--- config.mk ---
export PLATFORM = sky130hd
export DESIGN_NAME = change_payout_ctrl
export DESIGN_NICKNAME = d
export VERILOG_FILES = /design/src/rtl/change_payout_ctrl.sv
export SDC_FILE = /design/constraint.sdc
export NUM_CORES = 1
export LEC_CHECK = 0
export ABC_AREA = 0
export CAP_MARGIN = 20
export CORE_MARGIN = 4
export CORE_UTILIZATION = 55
export CTS_BUF_LIST = sky130_fd_sc_hd__clkbuf_16
export DETAILED_ROUTE_END_ITERATION = 16
export DONT_BUFFER_PORTS = 1
export HOLD_SLACK_MARGIN = 0.12
export PLACE_DENSITY_LB_ADDON = 0.12
export SLEW_MARGIN = 0
export SYNTH_ARGS = -nofsm -noshare
export SYNTH_HDL_FRONTEND = slang
export SYNTH_SLANG_ARGS = --single-unit
--- constraint.sdc ---
create_clock -name CLOCK -period 4.2 [get_ports CLOCK]
set_input_delay 1.26 -clock CLOCK [delete_from_list [all_inputs] [get_ports CLOCK]]
set_output_delay 1.26 -clock CLOCK [all_outputs]
set_load 0.1 [all_outputs]
--- src/rtl/change_payout_ctrl.sv ---
// Coin-change payout controller: greedy 10/5/1 selection from a saturating
// per-denomination inventory, one hopper eject at a time with an ack timeout.
module change_payout_ctrl #(
  parameter int ACK_TIMEOUT = 15
) (
  input  logic       CLOCK,
  input  logic       nRESET,
  input  logic       REQ,
  input  logic [7:0] AMOUNT,
  input  logic       LOAD,
  input  logic [1:0] LOAD_DEN,
  input  logic [7:0] LOAD_QTY,
  input  logic       HOP_ACK,
  output logic       C1,
  output logic       C5,
  output logic       C10,
  output logic       BUSY,
  output logic       DONE,
  output logic       SHORT,
  output logic [7:0] SHORT_AMT,
  output logic [7:0] CNT1,
  output logic [7:0] CNT5,
  output logic [7:0] CNT10,
  output logic [1:0] DBG_STATE
);

  // Handshakes: REQ/LOAD are only accepted in IDLE (REQ wins over LOAD).
  // Hopper is a level handshake: Cx holds until HOP_ACK is seen high (or the
  // timeout fires); the next command waits for HOP_ACK to be seen low again.
  typedef enum logic [1:0] {
    IDLE     = 2'd0,
    PICK     = 2'd1,
    EJECT    = 2'd2,
    WAIT_REL = 2'd3
  } state_e;

  localparam int TW = (ACK_TIMEOUT > 1) ? $clog2(ACK_TIMEOUT) : 1;
  localparam logic [TW-1:0] TMO_LAST = TW'(ACK_TIMEOUT - 1);

  state_e        state_q, state_d;
  logic [7:0]    rem_q, rem_d;
  logic [TW-1:0] tmo_q, tmo_d;
  logic [2:0]    cmd_q, cmd_d;
  logic          done_q, done_d;
  logic          short_q, short_d;
  logic [7:0]    short_amt_q, short_amt_d;
  logic [7:0]    cnt1_q, cnt1_d;
  logic [7:0]    cnt5_q, cnt5_d;
  logic [7:0]    cnt10_q, cnt10_d;

  logic          sel10, sel5, sel1;
  logic [7:0]    dval;

  function automatic logic [7:0] sat_add(input logic [7:0] a, input logic [7:0] b);
    logic [8:0] s;
    s = {1'b0, a} + {1'b0, b};
    return s[8] ? 8'hFF : s[7:0];
  endfunction

  assign sel10 = (rem_q >= 8'd10) && (cnt10_q != 8'd0);
  assign sel5  = !sel10 && (rem_q >= 8'd5) && (cnt5_q != 8'd0);
  assign sel1  = !sel10 && !sel5 && (rem_q >= 8'd1) && (cnt1_q != 8'd0);

  // cmd_q is one-hot {c10, c5, c1}
  assign dval = cmd_q[2] ? 8'd10 : (cmd_q[1] ? 8'd5 : 8'd1);

  always_comb begin
    state_d     = state_q;
    rem_d       = rem_q;
    tmo_d       = tmo_q;
    cmd_d       = cmd_q;
    done_d      = 1'b0;
    short_d     = short_q;
    short_amt_d = short_amt_q;
    cnt1_d      = cnt1_q;
    cnt5_d      = cnt5_q;
    cnt10_d     = cnt10_q;
    case (state_q)
      IDLE: begin
        if (REQ) begin
          rem_d       = AMOUNT;
          short_d     = 1'b0;
          short_amt_d = 8'd0;
          state_d     = PICK;
        end else if (LOAD) begin
          case (LOAD_DEN)
            2'b00:   cnt1_d  = sat_add(cnt1_q, LOAD_QTY);
            2'b01:   cnt5_d  = sat_add(cnt5_q, LOAD_QTY);
            2'b10:   cnt10_d = sat_add(cnt10_q, LOAD_QTY);
            default: ;
          endcase
        end
      end
      PICK: begin
        if (sel10 || sel5 || sel1) begin
          if (!HOP_ACK) begin
            cmd_d   = {sel10, sel5, sel1};
            tmo_d   = '0;
            state_d = EJECT;
          end
        end else begin
          done_d      = 1'b1;
          short_d     = (rem_q != 8'd0);
          short_amt_d = rem_q;
          state_d     = IDLE;
        end
      end
      EJECT: begin
        if (HOP_ACK) begin
          cmd_d = 3'b000;
          rem_d = rem_q - dval;
          if (cmd_q[2]) cnt10_d = cnt10_q - 8'd1;
          if (cmd_q[1]) cnt5_d  = cnt5_q - 8'd1;
          if (cmd_q[0]) cnt1_d  = cnt1_q - 8'd1;
          state_d = WAIT_REL;
        end else if (tmo_q == TMO_LAST) begin
          // Silent hopper: treat that tube as empty and retry with smaller coins
          cmd_d = 3'b000;
          if (cmd_q[2]) cnt10_d = 8'd0;
          if (cmd_q[1]) cnt5_d  = 8'd0;
          if (cmd_q[0]) cnt1_d  = 8'd0;
          state_d = PICK;
        end else begin
          tmo_d = tmo_q + 1'b1;
        end
      end
      WAIT_REL: begin
        if (!HOP_ACK) state_d = PICK;
      end
      default: state_d = IDLE;
    endcase
  end

  always_ff @(negedge CLOCK or negedge nRESET) begin
    if (!nRESET) begin
      state_q     <= IDLE;
      rem_q       <= 8'd0;
      tmo_q       <= '0;
      cmd_q       <= 3'b000;
      done_q      <= 1'b0;
      short_q     <= 1'b0;
      short_amt_q <= 8'd0;
      cnt1_q      <= 8'd0;
      cnt5_q      <= 8'd0;
      cnt10_q     <= 8'd0;
    end else begin
      state_q     <= state_d;
      rem_q       <= rem_d;
      tmo_q       <= tmo_d;
      cmd_q       <= cmd_d;
      done_q      <= done_d;
      short_q     <= short_d;
      short_amt_q <= short_amt_d;
      cnt1_q      <= cnt1_d;
      cnt5_q      <= cnt5_d;
      cnt10_q     <= cnt10_d;
    end
  end

  assign C10       = cmd_q[2];
  assign C5        = cmd_q[1];
  assign C1        = cmd_q[0];
  assign BUSY      = (state_q != IDLE);
  assign DONE      = done_q;
  assign SHORT     = short_q;
  assign SHORT_AMT = short_amt_q;
  assign CNT1      = cnt1_q;
  assign CNT5      = cnt5_q;
  assign CNT10     = cnt10_q;
  assign DBG_STATE = state_q;

endmodule

==> results of run 1 <==
==> logic make-up (layout without fill, tap and decap cells) <==
group | count (synthesis) | count (layout) | synth area share
XOR/XNOR | 19 | 19 | 0.0393
flip-flops | 51 | 51 | 0.301
buffers and inverters | 49 | 162 | 0.0440
adder cells (fa/ha/maj) | 44 | 44 | 0.137
AO/OA/AOI/OAI | 179 | 179 | 0.284
AND/OR/NAND/NOR | 162 | 162 | 0.194
==> per-layer routing <==
layer,track usage,up-vias
li1,-,2078
met1,0.383,2256
met2,0.559,289
met3,0.0672,80
met4,0.155,0
met5,0,-
==> timing repair <==
item	CTS	global route
gates cloned	0	0
resized for setup	32	19
hold buffers	0	0
pin swaps	13	15
setup buffers	11	11
setup endpoints to repair	64	67
==> layout make-up <==
type                            count  share of cell area
Clock buffer                        5              0.0200
Clock inverter                      3             0.00321
Inverter                           32              0.0204
Multi-Input combinational cell    404               0.499
Sequential cell                    51               0.204
Tap cell                           99              0.0198
Timing Repair Buffer              122               0.233
==> worst max-delay path: stages <==
cell	delay (ps)
ha_4	150
inv_2	60
fa_2	220
nor2b_2	60
o31a_1	270
o21a_1	220
o41ai_4	230
buf_4	200
buf_4	110
nor2b_1	130
o31ai_1	100
==> worst min path at each step <==
stage / start / endpoint / slack (ps) / depth (start not counted)
2_1_floorplan: tmo_q[0] / tmo_q[0] / 420 / 1
3_3_place_gp: tmo_q[0] / tmo_q[0] / 440 / 1
3_5_place_dp: tmo_q[0] / tmo_q[0] / 450 / 1
4_1_cts: tmo_q[0] / tmo_q[0] / 450 / 1
5_1_grt: tmo_q[0] / tmo_q[0] / 500 / 1
6_report: tmo_q[0] / tmo_q[0] / 450 / 1
==> cell usage in the layout (no fill, tap or decap), types with 9 or more instances in the layout <==
cell / Yosys / final
nor3_1: 17 / 16
buf_12: 0 / 41
nand3_1: 23 / 19
nand2_1: 51 / 50
o21ai_1: 7 / 20
buf_4: 0 / 74
ha_4: 0 / 9
xnor2_1: 11 / 11
nor2_1: 28 / 28
a21oi_1: 44 / 37
ha_1: 40 / 30
nor2b_1: 14 / 10
inv_1: 31 / 24
dfrtn_1: 51 / 51
o21ai_0: 43 / 21
==> cell usage after synthesis (4+ instances only) <==
| master | instances | area [µm²] |
|---|---|---|
| a211o_1 | 7 | 61.3 |
| a211oi_1 | 5 | 37.5 |
| a21o_1 | 6 | 45.0 |
| a21oi_1 | 44 | 220 |
| a22o_1 | 6 | 52.6 |
| a31oi_1 | 4 | 25.0 |
| and2_1 | 4 | 25.0 |
| clkbuf_1 | 14 | 52.6 |
| dfrtn_1 | 51 | 1280 |
| fa_1 | 4 | 80.1 |
| ha_1 | 40 | 500 |
| inv_1 | 31 | 116 |
| nand2_1 | 51 | 191 |
| nand2b_1 | 6 | 37.5 |
| nand3_1 | 23 | 115 |
| nand3b_1 | 4 | 30.0 |
| nor2_1 | 28 | 105 |
| nor2b_1 | 14 | 87.6 |
| nor3_1 | 17 | 85.1 |
| o211ai_1 | 5 | 37.5 |
| o21a_1 | 5 | 37.5 |
| o21ai_0 | 43 | 215 |
| o21ai_1 | 7 | 35.0 |
| o21bai_1 | 7 | 52.6 |
| o22a_1 | 5 | 43.8 |
| o31a_1 | 6 | 52.6 |
| o31ai_1 | 8 | 60.1 |
| o41ai_1 | 4 | 35.0 |
| xnor2_1 | 11 | 96.3 |
| xor2_1 | 8 | 70.1 |
==> metrics by stage <==
step	TNS, ps	cells	setup slack, ps	cell area [µm²]
after floorplan	-25160	504	-973	4450
after global placement	-21280	688	-978	5720
after detailed placement	-23370	688	-1070	5720
after CTS	-16370	707	-680	6080
after global routing	-20440	716	-832	6240
final	-18660	716	-765	6240
==> registers in the layout, indices dropped and copies added (netlist names) <==
register   flops
DONE           1
SHORT          1
DBG_STATE      2
cmd_q          3
SHORT_AMT      8
tmo_q          4
CNT10          8
CNT1           8
rem_q          8
CNT5           8
==> impl_metrics.toml, run 1 <==
[outcome]
outcome = "finished with violations"
failed_checks = "setup timing"

[detailed_routing]
first_pass_iters = 7
final_antenna_net_count = 0
drtIter0Drc = 498
num_vias = 4703
drcViolationCount = 0
wl_met1_um = 5670
drt_wl_total_um = 15200
wl_met2_um = 7600
wl_per_cell_um = 21.3
avgViaCountPerCell = 6.57
routed.top_layer = "met4"
dr_wl_met3_um = 1230

[cts]
cts_sinks = 51
worstSkewPairLatency_ps = 310
htreeDepth = 2
cts_root_buffer = "clkbuf_16"
numCtsBuffers = 5
path_clk_slew_ps = 50
clock_path_buffers = 2
cts_tree = "done"

[worst_setup_path]
worstPathArrival_ps = 3000
crit_path_end = "CNT5[0]"
r2r_cells = 10
cp-start-kind = "primary input"
r2r_end = "CNT10[0]"
r2r_slack_ps = 1210
criticalPathCategory = "primary input to flop"
crit_start = "LOAD_QTY[0]"
worstReg2RegStart = "DBG_STATE[0]"
cp.required_ps = 2230
path_max_fanout = 4
end_kind = "flop"

[grt]
grt.total_usage = 0.324
grt_max_degree = 52
antenna_found_initial = 0
grt-ovfl-total = 0
grt_pass1_wl_um = 23200
grt_pass1_vias = 4781

[logic_synthesis]
syn_area_um2 = 4230
syn_avg_cell_area_um2 = 8.40
ys_warn_count = 0
ys.flop_type = "dfrtn_1"
ys_types = 55
synth_cells = 504
synth_edf_count = 0
async_reset_ff_frac = 1.00
ys_seq_elements = 51
yosysSeqAreaShare = 0.301
synthesis.nets = 571

[place]
dp_hpwl_um = 9800
place.gp.congestion = 0.881
port_buffers = 0

[sta]
drv_slew = 0
worst_pin_slew_ps = 847
skew_ps = 5.75
grt_setup_unrepaired = "true"
hold_viol = 0
whs_ps = 447
setup_violations = 65
setup_ws_ps = -765
maxSlewHeadroom = 0.435

[floorplanning]
io_pins = 63
start_util = 0.575
die_w_um = 95.7
coreArea_um2 = 7370
std_cell_rows = 31
dieArea_um2 = 9170
die_h_um = 95.7

[hold_path]
hold_path.class = "flop to flop"

[cells_and_area]
regArea_um2 = 1280
antenna_cells = 0
final_util = 0.847
area_delta_synth_final_pct = 47.4
fillerInstances = 404
multiInputGateArea_um2 = 3110
final_layout_size_suffix_gt1_frac = 0.332
final_nets = 683

[run]
drv_cap = 0
Power of run 1 is left out: the tool's default activity adds up to more than one toggle a clock period on the data nets, which glitch-free logic cannot reach.
==> inputs of run 2 (changes only) <==
Settings changed: MAX_ROUTING_LAYER set to met4.
==> run 2 against run 1 <==
Compared with the run above:
- sequential share of layout area increased by 0.17 points
- final area decreased by 0.82%
- utilization decreased by 0.70 points
- highest routed layer unchanged
- wire length decreased by 3.1%
- non-clock buffer count unchanged
- the flow still finishes with violations (setup timing)
==> impl_metrics.toml, run 2 (same netlist as run 1, synthesis figures left out) <==
[detailed_routing]
drt_wl_total_um = 14800
avgViaCountPerCell = 6.59
first_pass_iters = 5
wl_per_cell_um = 20.6
final_antenna_net_count = 0
drcViolationCount = 0
drtIter0Drc = 447
num_vias = 4719

[floorplanning]
std_cell_rows = 31
start_util = 0.575
dieArea_um2 = 9170
coreArea_um2 = 7370
die_w_um = 95.7
io_pins = 63
die_h_um = 95.7

[worst_setup_path]
cp-start-kind = "primary input"
worstReg2RegStart = "DBG_STATE[1]"
crit_path_end = "CNT5[1]"
path_max_fanout = 4
end_kind = "flop"
r2r_cells = 9
crit_start = "LOAD_QTY[0]"
r2r_end = "CNT10[1]"
cp.required_ps = 2260
worstPathArrival_ps = 3030
criticalPathCategory = "primary input to flop"
r2r_slack_ps = 1110

[cts]
cts_sinks = 51
path_clk_slew_ps = 50
cts_root_buffer = "clkbuf_16"
cts_tree = "done"
htreeDepth = 2
worstSkewPairLatency_ps = 310
numCtsBuffers = 5
clock_path_buffers = 2

[place]
place_ws_ps = -1060
dp_hpwl_um = 9800
port_buffers = 0
place.gp.congestion = 0.912
place_area_um2 = 5730

[sta]
skew_ps = 6.21
hold_viol = 0
setup_violations = 64
setup_tns_ps = -19200
grt_setup_unrepaired = "true"
worst_pin_slew_ps = 778
drv_slew = 0
whs_ps = 457
maxSlewHeadroom = 0.481
setup_ws_ps = -766

[cells_and_area]
final_layout_size_suffix_gt1_frac = 0.321
fillerInstances = 395
area_delta_synth_final_pct = 46.2
final_area_um2 = 6190
layout_common_cells = "buf_4, dfrtn_1, nand2_1, a21oi_1, buf_12"
final_nets = 683
regArea_um2 = 1280
antenna_cells = 0
multiInputGateArea_um2 = 3050
final_common_cell = "buf_4"

[grt]
grt-ovfl-total = 0
grt_pass1_vias = 4705
grt.total_usage = 0.320
antenna_found_initial = 0
grt_pass1_wl_um = 22400
grt_max_degree = 52

[hold_path]
hold_path.class = "flop to flop"

[outcome]
outcome = "finished with violations"
failed_checks = "setup timing"

[run]
drv_cap = 0
[run 2: changes by cell type in the layout (fill, tap and decap cells not counted), moves of 2 or more]
cell / previous run / this run
buf_4: 74 / 76
o21ai_2: 8 / 10
a21oi_2: 6 / 2
a21oi_1: 37 / 41
o21ai_4: 2 / 0
ha_1: 30 / 33
ha_4: 9 / 7
[run 2: worst min-delay path by stage]
stage          startpoint       end  slack [ps]  depth (start not counted)
6_report         tmo_q[0]  tmo_q[0]         460                          1
5_1_grt          rem_q[3]  rem_q[3]         510                          2
4_1_cts          tmo_q[0]  tmo_q[0]         450                          1
3_5_place_dp     tmo_q[0]  tmo_q[0]         450                          1
3_3_place_gp     tmo_q[0]  tmo_q[0]         440                          1
2_1_floorplan    tmo_q[0]  tmo_q[0]         420                          1
[run 2: area by class of cell]
class / instances / area share
multi-input combinational: 404 / 0.493
timing repair buffer: 122 / 0.232
sequential: 51 / 0.206
inverter: 32 / 0.0206
clock buffer: 5 / 0.0202
tap: 99 / 0.0200
clock inverter: 3 / 0.00768
[run 2: timing repair]
item / 4_1_cts / 5_1_grt
setup endpoints to repair: 64 / 64
gates resized for setup: 30 / 14
setup buffers: 11 / 9
pin swaps: 15 / 16
hold buffers: 0 / 0
[run 2: critical path: stages]
cell      delay [ps]
ha_4             150
inv_2             50
fa_2             210
nor2b_2           60
o31a_1           300
o21a_1           230
o41ai_4          240
buf_4            200
a211oi_2          60
a211o_1          270
[run 2: through the flow]
stage | std cells | util
after global routing | 716 | 0.840
after global placement | 692 | 0.778
after floorplan | 504 | -
after detailed placement | 692 | 0.778
final | 716 | 0.840
after CTS | 711 | 0.829
[run 2: routing by layer]
layer | vias to the layer above | GRT usage | share of wire
met2 | 308 | 0.530 | 0.50
met3 | 72 | 0.0602 | 0.079
met1 | 2261 | 0.370 | 0.38
li1 | 2078 | - | -
met5 | - | - | 0
met4 | 0 | 0.164 | 0.042
Power of run 2 is left out for the same reason.
==> inputs of run 3 (changes only) <==
Settings changed: ABC_AREA 0 to 1, CAP_MARGIN 20 to 40, CTS_BUF_LIST sky130_fd_sc_hd__clkbuf_16 to sky130_fd_sc_hd__clkbuf_8.
==> run 3 against run 2 <==
Compared with the run above:
- the flow still finishes with violations (setup timing)
- synthesized cell count up 30%
- hold slack better by 39 ps
- via count up 2.6%
- setup slack better by 370 ps
- non-clock buffer count down 27
- register-to-register slack better by 180 ps
- count of clock-buffer cells in the layout up 2
- first-iteration DRC count down 40%
- global-route usage down 1.9 points
- sequential cell count unchanged
- critical path depth down 6
- critical path type is now flop to output pin
- critical endpoint is now BUSY
- largest cell class unchanged
==> impl_metrics.toml, run 3 <==
[worst_setup_path]
worstPathArrival_ps = 3340
r2r_slack_ps = 1290
criticalPathCategory = "flop to output pin"
path_max_fanout = 2
cp.required_ps = 2940
end_kind = "output pin"
worstReg2RegStart = "DBG_STATE[0]"
cp-start-kind = "flop"
crit_start = "DBG_STATE[1]"

[floorplanning]
die_h_um = 98.4
die_w_um = 98.4
start_util = 0.573
io_pins = 63
dieArea_um2 = 9690
coreArea_um2 = 7850
std_cell_rows = 32

[place]
dp_hpwl_um = 10600
place_ws_ps = -524
place.gp.congestion = 0.918
place_area_um2 = 5870
port_buffers = 0

[cells_and_area]
final_common_cell = "nand2_1"
fillerInstances = 501
final_nets = 812
area_delta_synth_final_pct = 41.4
final_layout_size_suffix_gt1_frac = 0.311
antenna_cells = 0
final_area_um2 = 6360
layout_common_cells = "nand2_1, inv_1, nor2_1, buf_4, dfrtn_1"

[logic_synthesis]
synthesis.nets = 720
netlist_top_cells_count = "nand2_1, inv_1, nor2_1"
ys.flop_type = "dfrtn_1"
syn_avg_cell_area_um2 = 6.89
async_reset_ff_frac = 1.00
syn_area_um2 = 4500
ys_warn_count = 0
ys_types = 38
synth_top_cell_area_share = 0.284
synth_area_leaders = "dfrtn_1, nand2_1, ha_1"
synthMostInstantiatedCell = "nand2_1"
yosysSeqAreaShare = 0.284
synth_edf_count = 0
synth_cells = 653
synth_top_area_cell = "dfrtn_1"
ys_seq_elements = 51

[run]
drv_cap = 0

[cts]
worstSkewPairLatency_ps = 310
clock_path_buffers = 2
htreeDepth = 2
cts_tree = "done"
cts_root_buffer = "clkbuf_8"
cts_sinks = 51
cts-hold-fix-buffers = 0
path_clk_slew_ps = 70
numCtsBuffers = 5

[detailed_routing]
final_antenna_net_count = 0
num_vias = 4844
drtIter0Drc = 266
avgViaCountPerCell = 5.71
drt_wl_total_um = 14000
wl_per_cell_um = 16.6
drcViolationCount = 0
first_pass_iters = 8

[sta]
setup_ws_ps = -400
drv_slew = 0
worst_pin_slew_ps = 740
grt_setup_unrepaired = "true"
maxSlewHeadroom = 0.506
setup_violations = 64
hold_viol = 0
skew_ps = 6.70

[hold_path]
hp-start = "tmo_q[0]"
hold_path.class = "flop to flop"

[grt]
antenna_found_initial = 0
grt.total_usage = 0.302
grt_pass1_wl_um = 23300
grt_max_degree = 52
grt_pass1_vias = 4960
grt-ovfl-total = 0

[outcome]
failed_checks = "setup timing"
outcome = "finished with violations"
run 3: cell types whose count changed in the layout (fill, tap and decap cells not counted), sizes merged, moves of 10 or more:
cell | before | now
nor2b | 14 | 0
inv | 30 | 85
nand3 | 23 | 53
nor2 | 28 | 73
buf | 122 | 95
a21oi | 44 | 54
a22oi | 2 | 12
nand2 | 51 | 165
nand4 | 2 | 14
run 3: worst max-delay path, cell delays in order, from the launching register on:
cell and delay, ps:
dfrtn_1 450, inv_2 70, ha_4 170, clkinvlp_4 70
buf_12 170
run 3: layout make-up:
class / count / area, µm² / area share
inverter: 87 / 339 / 0.0533
sequential: 51 / 1280 / 0.201
clock inverter: 1 / 7.51 / 0.00118
clock buffer: 7 / 96.3 / 0.0151
timing repair buffer: 95 / 1210 / 0.191
tap: 102 / 128 / 0.0201
multi-input combinational: 505 / 3300 / 0.519
run 3: path summary, 6_finish.rpt:
kind                            depth (start not counted)       end
worst max-delay path                                    4      BUSY
worst min-delay path                                    2  tmo_q[0]
worst max register to register                         13   CNT5[0]
worst min register to register                          2  tmo_q[0]
max in group asynchronous                               0  CNT10[0]
min in group asynchronous                               0   CNT5[2]
run 3: timing repair:
action / CTS / global route
gates resized for setup: 34 / 27
pin swaps: 27 / 25
gates cloned: 0 / 0
endpoints found under the setup margin: 64 / 64
buffers inserted: 10 / 5
run 3: cells by family after synthesis:
kind of cell,count (synthesis),share of synthesized area
fa+ha+maj,44,0.129
buf+inv,97,0.0854
flops,51,0.284
xor+xnor,10,0.0195
simple gates,325,0.317
compound gates,126,0.165
run 3: layer usage:
| metal | track usage | vias up | wire length (µm) |
|---|---|---|---|
| li1 | - | 2342 | - |
| met1 | 0.361 | 2308 | 5650 |
| met2 | 0.517 | 153 | 7120 |
| met3 | 0.0573 | 41 | 876 |
| met4 | 0.0893 | 0 | 391 |
| met5 | - | - | 0 |
run 3: through the flow:
step	setup TNS (ps)	hold slack (ps)	util	instances
after floorplan	-14710	455	-	653
after global placement	-10380	475	0.748	825
after detailed placement	-11390	490	0.748	825
after CTS	-6800	491	0.790	843
after global routing	-10550	532	0.811	848
final	-8200	496	0.811	848
Power of run 3 is left out for the same reason.
==> edit (settings of run 2) <==
`ACK_TIMEOUT`: 15 -> 14.
--- a/src/rtl/change_payout_ctrl.sv
+++ b/src/rtl/change_payout_ctrl.sv
@@ -3,3 +3,3 @@
 module change_payout_ctrl #(
-  parameter int ACK_TIMEOUT = 15
+  parameter int ACK_TIMEOUT = 14
 ) (
Formal check against the unedited RTL: same outputs for any inputs over 4 cycles, from zero or initial values and one cycle with nRESET low; that may be too few to reach the edited logic, so the function may still have changed.
==> edit against run 2 <==
The flow still finishes with violations (setup timing); area after synthesis grew 1.2%; first-iteration DRC count shrank 24%; critical path depth is the same; count of clock-buffer cells in the layout is the same; hold slack lost 0.0014 ns; cell area grew 1.8%; sequential cell count is the same; setup slack gained 0.083 ns; cell count is the same; global-route usage grew 1.5 points; routed wire length grew 0.49%.
Power is not shown: default switching activity piles up to over one toggle a cycle in this logic, so the estimate is an artifact.
==> edit: results (changes against run 2) <==
Routing
  • TritonRoute pass-1 iters: 5 (unchanged)
  • Starting DRT DRC Count: 338 (-24%)
  • Via density: 6.45 (-2.1%)
  • WL final: 14,800 um (+0.49%)

GRT
  • Vias in the first global route: 4,602 (-2.2%)
  • First-pass GRT wire length: 23,100 um (+3.3%)
  • GRT Util Overall: 33.6% (+1.5 points)
  • Largest net degree at the start of global routing: 52 (unchanged)
  • Initial antenna violation count: 0 (unchanged)

Logic synthesis
  • Post-synthesis net count: 571 (unchanged)
  • Synth unique cells: 63 (+15%)
  • Synth warn: 0 (unchanged)
  • Post-synth ARST share: 100% (unchanged)
  • Sequential-to-total area share from yosys stat: 29.8% (-0.34 points)
  • Synth Flop Type: dfrtn_1
  • Largest cells by area after synthesis: dfrtn_1, ha_1, o21ai_0
  • Top cells by count, synth: nand2_1, dfrtn_1, o21ai_0, ha_1

STA
  • Setup violations, final: 64 (unchanged)
  • Final setup margin: -0.683 ns (+0.0829 ns)
  • Fin Clk Skew: 0.00706 ns (+0.000856 ns)
  • Slew headroom: 41.2% (-6.9 points)

Placed design
  • Dpl ws: -0.990 ns (+0.0736 ns)
  • Buffers on Ports: 0 (unchanged)
  • Final Wtd Congestion: 0.957 (+4.9%)
  • DP Wirelength: 10,500 um (+7.5%)

Critical path
  • Critical path endpoint: CNT5[3]$_DFFE_NN0P_
  • CP max-delay cell: o31a_1
  • R2R depth: 7 (-2)
  • CP max stage delay: 0.26 ns (-0.04 ns)
  • Crit Path Max Fanout: 6 (+2)
  • RR Endpoint: cmd_q[1]$_DFFE_NN0P_
  • Worst EP arrival: 2.95 ns (-0.08 ns)
  • Critical path launch point: LOAD_QTY[0]
  • RR Startpoint: CNT5[3]$_DFFE_NN0P_
  • R2r setup slk: 1.14 ns (+0.03 ns)
  • Largest delay share family, worst path: compound AO/OA/AOI/OAI gates

Final layout
  • Antenna diodes: 0 (unchanged)
  • Fin nets: 683 (unchanged)
  • Share of cells above drive strength 1: 32.4% (+0.32 points)

Hold path
  • Hold Crit Depth: 1 (unchanged)
  • Hold-critical path endpoint: tmo_q[0]$_DFFE_NN0P_
  • Hold_sp: tmo_q[0]$_DFFE_NN0P_
  • Worst hold path class: reg2reg

CTS
  • CTS H-Tree Depth: 2 (unchanged)
  • Maximum clock path buffer count: 2 (unchanged)
  • Root Buffer: clkbuf_16
  • Clk pin slew, worst setup/hold paths: 0.05 ns (about the same)
  • Worst skew pair latency: roughly 0.32 ns
  • Total CTS buffers: 5 (unchanged)

Status
  • Outcome: finished, violations left
  • Violated checks: setup timing

Floorplanning
  • Die W: 96.2 um (+0.53%)
==> edit: area by class of cell <==
type                    instances  area [um^2]
inverters                      34          143
fillers                       415         1100
flip-flops and latches         51         1280
clock buffers                   5          125
multi-input cells             402         3150
clock inverters                 3         43.8
repair buffers                122         1440
well taps                      99          124
==> edit: metal layers <==
layer / track usage, % / routed length [um] / share of wire, % / vias up
met5: - / 0 / 0 / -
met2: 58.0 / 7430 / 50 / 274
li1: - / - / - / 2079
met4: 14.0 / 726 / 4.9 / 0
met3: 6.80 / 1290 / 8.7 / 74
met1: 37.5 / 5380 / 36 / 2194
==> edit: kinds of logic after synthesis <==
kind of cell / Yosys count / synth area share [%]
adder cells (fa/ha/maj): 44 / 13.6
flip-flops: 51 / 29.8
XOR/XNOR: 19 / 3.89
multiplexers: 9 / 2.37
AO/OA/AOI/OAI: 167 / 26.7
AND/OR/NAND/NOR: 163 / 19.2
buffers and inverters: 51 / 4.50
==> edit: stage by stage <==
step,hold WS [ns],area [um^2],cells,util [%],setup TNS (ns)
floorplan,0.420,4500,504,-,-26.27
global placement,0.440,5830,696,78.7,-21.63
detailed placement,0.462,5830,696,78.7,-24.47
CTS,0.462,6200,714,83.6,-16.80
global route,0.511,6300,716,85.1,-20.47
finish,0.456,6300,716,85.1,-18.06
==> edit: timing repair <==
item                       in CTS  in global routing
resized for setup              27                 17
setup endpoints to repair      64                 74
pin swaps                      17                 17
gates cloned                    0                  0
setup buffers                  10                  3
